--- src/rtl/rr_arbiter8_pkg.sv ---
// Shared constants, state encoding and helpers for the eight-way round-robin arbiter.
package rr_arbiter8_pkg;

  localparam int N_REQ  = 8;
  localparam int ID_W   = 3;
  localparam int HOLD_W = 8;

  typedef enum logic {
    IDLE  = 1'b0,
    GRANT = 1'b1
  } state_e;

  function automatic logic [N_REQ-1:0] onehot8(input logic [ID_W-1:0] id);
    logic [N_REQ-1:0] v;
    v = '0;
    v[id] = 1'b1;
    return v;
  endfunction

endpackage

--- src/rtl/or8way.sv ---
// Eight-input OR reduction used as the any-request detector.
module or8way (
  input  logic [7:0] in_i,
  output logic       out_o
);

  assign out_o = |in_i;

endmodule

--- src/rtl/rr_arbiter8_pick.sv ---
// Combinational round-robin picker: first set request after 'last', wrapping 7 -> 0.
module rr_pick8
  import rr_arbiter8_pkg::*;
(
  input  logic [N_REQ-1:0] req_i,
  input  logic [ID_W-1:0]  last_i,
  output logic             valid_o,
  output logic [ID_W-1:0]  winner_o
);

  logic [ID_W-1:0]    shift;
  logic [2*N_REQ-1:0] doubled;
  logic [N_REQ-1:0]   rotated;
  logic [ID_W-1:0]    lowest;

  // Rotating right by last+1 puts the highest-priority client at bit 0.
  assign shift   = last_i + 3'd1;
  assign doubled = {req_i, req_i} >> shift;
  assign rotated = doubled[N_REQ-1:0];

  // NOTE: every combinational output gets a default first so no latch is inferred.
  always_comb begin
    lowest = '0;
    for (int i = N_REQ - 1; i >= 0; i--) begin
      if (rotated[i]) lowest = ID_W'(i);
    end
  end

  assign valid_o  = |req_i;
  assign winner_o = lowest + shift;

endmodule

--- src/rtl/rr_arbiter8.sv ---
// Eight-requester round-robin arbiter with level requests and an optional hold timeout.
module rr_arbiter8
  import rr_arbiter8_pkg::*;
#(
  parameter int MAX_HOLD = 16
) (
  input  logic             clk,
  input  logic             reset,
  input  logic [N_REQ-1:0] req,
  output logic [N_REQ-1:0] grant,
  output logic [ID_W-1:0]  grant_id,
  output logic             busy,
  output logic             timeout
);

  localparam logic [HOLD_W-1:0] MAX_HOLD_C = HOLD_W'(MAX_HOLD);
  localparam bit                TIMEOUT_EN = (MAX_HOLD != 0);

  state_e             state_q, state_d;
  logic [N_REQ-1:0]   grant_q, grant_d;
  logic [ID_W-1:0]    grant_id_q, grant_id_d;
  logic [ID_W-1:0]    last_q, last_d;
  logic [HOLD_W-1:0]  cnt_q, cnt_d;
  logic               timeout_q, timeout_d;

  logic               any_req;
  logic               pick_valid;
  logic [ID_W-1:0]    winner;

  or8way u_or8way (
    .in_i  (req),
    .out_o (any_req)
  );

  rr_pick8 u_pick (
    .req_i    (req),
    .last_i   (last_q),
    .valid_o  (pick_valid),
    .winner_o (winner)
  );

  always_comb begin
    assert (pick_valid == any_req);
  end

  always_comb begin
    state_d    = state_q;
    grant_d    = grant_q;
    grant_id_d = grant_id_q;
    last_d     = last_q;
    cnt_d      = cnt_q;
    timeout_d  = 1'b0;
    unique case (state_q)
      IDLE: begin
        if (any_req) begin
          state_d    = GRANT;
          grant_d    = onehot8(winner);
          grant_id_d = winner;
          last_d     = winner;
          cnt_d      = HOLD_W'(1);
        end
      end
      GRANT: begin
        if (!req[grant_id_q]) begin
          state_d = IDLE;
          grant_d = '0;
        end else if (TIMEOUT_EN && (cnt_q == MAX_HOLD_C)) begin
          state_d   = IDLE;
          grant_d   = '0;
          timeout_d = 1'b1;
        end else if (cnt_q != '1) begin
          cnt_d = cnt_q + 1'b1;
        end
      end
      default: begin
        state_d = IDLE;
        grant_d = '0;
      end
    endcase
  end

  // NOTE: sequential state uses non-blocking assignments so every register samples pre-edge values.
  always_ff @(posedge clk) begin
    if (reset) begin
      state_q    <= IDLE;
      grant_q    <= '0;
      grant_id_q <= '0;
      last_q     <= ID_W'(N_REQ - 1);
      cnt_q      <= '0;
      timeout_q  <= 1'b0;
    end else begin
      state_q    <= state_d;
      grant_q    <= grant_d;
      grant_id_q <= grant_id_d;
      last_q     <= last_d;
      cnt_q      <= cnt_d;
      timeout_q  <= timeout_d;
    end
  end

  assign grant    = grant_q;
  assign grant_id = grant_id_q;
  assign busy     = (state_q == GRANT);
  assign timeout  = timeout_q;

endmodule

--- config.mk ---
export PLATFORM = sky130hd
export DESIGN_NAME = rr_arbiter8
export DESIGN_NICKNAME = d
export VERILOG_FILES = /design/src/rtl/rr_arbiter8_pkg.sv /design/src/rtl/or8way.sv /design/src/rtl/rr_arbiter8_pick.sv /design/src/rtl/rr_arbiter8.sv
export SDC_FILE = /design/constraint.sdc
export NUM_CORES = 1
export LEC_CHECK = 0
export ABC_AREA = 1
export BUFFER_PORTS_ARGS = -buffer_cell sky130_fd_sc_hd__buf_2
export CORE_AREA = 2 2 59 61
export CTS_CLUSTER_SIZE = 12
export DETAILED_ROUTE_END_ITERATION = 16
export DIE_AREA = 0 0 61 63
export GPL_TIMING_DRIVEN = 0
export PLACE_DENSITY_LB_ADDON = 0.15
export SYNTH_ARGS = -nofsm -noshare
export SYNTH_HDL_FRONTEND = slang
export SYNTH_SLANG_ARGS = --single-unit
export TNS_END_PERCENT = 20
--- constraint.sdc ---
create_clock -name clk -period 4.1 [get_ports clk]
set_input_delay 0.615 -clock clk [delete_from_list [all_inputs] [get_ports clk]]
set_output_delay 0.615 -clock clk [all_outputs]
set_load 0.05 [all_outputs]
==> impl_metrics.tcl <==
set metrics [dict create \
    cts-htree-levels 1 \
    r2r_cells 18 \
    io_pins 23 \
    clkTransAtPathRegs_ps 120 \
    pre_cts_slack_ps 913 \
    via_per_inst 5.23 \
    hold_depth 2 \
    final-setup-viol-count 0 \
    max_slew.worst_pin.slew_ps 556 \
    drt-initial-drc-count 92 \
    grt_pass1_vias 1620 \
    syn_nets 263 \
    fin_ws_ps 879 \
    cts_tree "yes" \
    slew-limit-headroom_pct 62.7 \
    insertion_delay_ps 310 \
    row_count 21 \
    firstDrtPassIters 4 \
    fin_skew_ps 2.42 \
    critical_path.max_fanout 9 \
    synthCells 248 \
    finalNetCount 290 \
    fp.coreArea_um2 3230 \
    cts_buffers 3 \
    hold_path.class "flop to flop" \
    power_leakage_uw 0.000935 \
    fin_crit_sh_pct 78.6 \
    drt_wl_total_mm 3.92 \
    syn_area_um2 1790 \
    fin_tns_setup_ps 0 \
    root_buffer "clkbuf_4" \
    slew_violations 0 \
    cts_hold_buf 0 \
    synth-seq-cells 24 \
    remaining_drc_errors 0 \
    max_freq_mhz 311 \
    n_antenna_cell 0 \
    crit_type "flop to flop" \
    worstSetupEndpointType "flop" \
    port_buffers 22 \
    instances_no_fill 319 \
    route.vias.total 1669 \
    cts_resized 0 \
    critical_path_arrival_ps 3420 \
    min_period_ps 3220 \
    clk_path_buf_depth 2 \
    wl_per_cell_um 12.3 \
    ys_seq_area_share_pct 26.8 \
    ant_nets 0 \
    syn_avg_cell_area_um2 7.23 \
    rsz0062_at_grt "no" \
    overflow 0 \
    synth_warnings 0 \
    p_per_area_nw_per_um2 925 \
    areaGrowthSynthToFinish_pct 10.6 \
    dieWidth_um 61 \
    start_util_pct 55.5 \
    die_h_um 63 \
    clock-sinks 24 \
    hold_violations 0 \
    place_inst 316 \
    maxCapViolations 0 \
    required_ps 4300 \
    finalWeightedCongestion 0.788 \
    peakVddDrop_mv 0.539 \
    status "completed" \
    grt_pass1_wl_mm 6.80 \
    post_cts_buffers 0 \
    grt_util_all_layers_pct 22.4 \
    synth_cell_types 37 \
    critPathLaunchType "flop" \
    fillCellCount 323 \
    die_area_um2 3840 \
    grt_max_degree 13 \
    antenna_found_initial 0 \
    dp_hpwl_mm 3.03 \
    drive_above_1_share_pct 26.7 \
]
-- flip-flops by register name, indices dropped and copies added, names as in the netlist --
register,count
last_q,3
grant_id,3
busy,1
grant,8
cnt_q,8
timeout,1
-- cell type report --
type	count	area (µm²)	share of cell area (%)
clock buffer	3	22.5	1.13
tap	46	57.6	2.90
inverter	20	85.1	4.29
buffer	5	31.3	1.58
sequential	24	480	24.2
multi-input combinational	199	1200	60.3
timing repair buffer	22	110	5.55
-- path summary, 6_finish.rpt --
path | startpoint | to | slack (ps)
worst max-delay path | last_q[0]$_SDFFE_PP1P_ | last_q[2]$_SDFFE_PP1P_ | 880
worst min-delay path | grant[3]$_SDFFE_PP0P_ | grant[3]$_SDFFE_PP0P_ | 470
worst max register to register | last_q[0]$_SDFFE_PP1P_ | last_q[2]$_SDFFE_PP1P_ | 880
worst min register to register | grant[3]$_SDFFE_PP0P_ | grant[3]$_SDFFE_PP0P_ | 470
-- critical path, stage by stage (launching register included) --
cell and delay (ps):
dfxtp_1 340, ha_1 330, buf_4 200, inv_4 130, nand3_2 100, nand3_1 100, nand2_2 80, a31oi_1 160
o21ai_0 90, nand2_1 60, a21boi_0 70, ha_1 210, fa_1 410, xnor2_1 310, inv_1 120, nand3_4 140
nand2_4 80, nand2_1 100, o211ai_1 90
-- power breakdown --
part / total (µW) / switching, µW / leakage [µW] / internal (µW)
clock: 99.5 / 65.2 / 0.0000138 / 34.3
sequential: 320 / 35.8 / 0.000196 / 284
combinational: 1420 / 964 / 0.000725 / 452
total: 1840 / 1070 / 0.000935 / 770
-- synthesized netlist by cell type, drive strengths merged --
cell type	n	area, µm²
nand2	85	432
nand3	36	268
dfxtp	24	480
a21oi	20	100
inv	20	85.1
nor2	18	101
o21ai	10	53.8
nand4	7	43.8
ha	4	50.1
nor3	4	20.0
xor2	4	35.0
buf	3	23.8
a21boi	2	15.0
clkbuf	2	7.51
o211ai	2	15.0
a211oi	1	7.51
a31oi	1	6.26
fa	1	20.0
nand3b	1	7.51
nor3b	1	7.51
nor4	1	6.26
xnor2	1	8.76
-- metrics by stage --
step                      total power (µW)  area (µm²)  hold slack (ps)  util, %
after floorplan                       1490        1790              446        -
after global placement                1720        1960              453     60.7
after detailed placement              1740        1960              456     60.7
after CTS                             1850        1980              475     61.4
after global routing                  2030        1980              502     61.4
final                                 1840        1980              469     61.4
-- metal layers --
layer	global-route usage, %	up-vias	wire length, µm
met1	29.5	759	1960
met4	6.25	0	38
li1	-	883	-
met3	1.66	4	77
met5	0	-	0
met2	38.2	23	1840
-- placed cells by master, fill, tap and decap left out, drive strengths merged --
cell / Yosys / routed
xnor2: 1 / 1
xor2: 4 / 4
nand2: 85 / 85
inv: 20 / 20
nor3b: 1 / 1
clkbuf: 2 / 5
dfxtp: 24 / 24
ha: 4 / 4
o211ai: 2 / 2
fa: 1 / 1
a21boi: 2 / 2
nor2: 18 / 18
buf: 3 / 25
nand3: 36 / 36
nand4: 7 / 7
a21oi: 20 / 20
nor4: 1 / 1
a31oi: 1 / 1
o21ai: 10 / 10
nor3: 4 / 4
a211oi: 1 / 1
nand3b: 1 / 1
-- kinds of logic (layout without fill, tap and decap cells) --
group	after synthesis	count (layout)	synth area share, %
adders and majority gates	5	5	3.91
AOI/OAI and AO/OA	36	36	11.0
DFF	24	24	26.8
xor gates and xnor gates	5	5	2.44
buffers and inverters	25	50	6.49
and+or+nand+nor	153	153	49.4
Note: power is estimated with default switching activity, not from simulation.
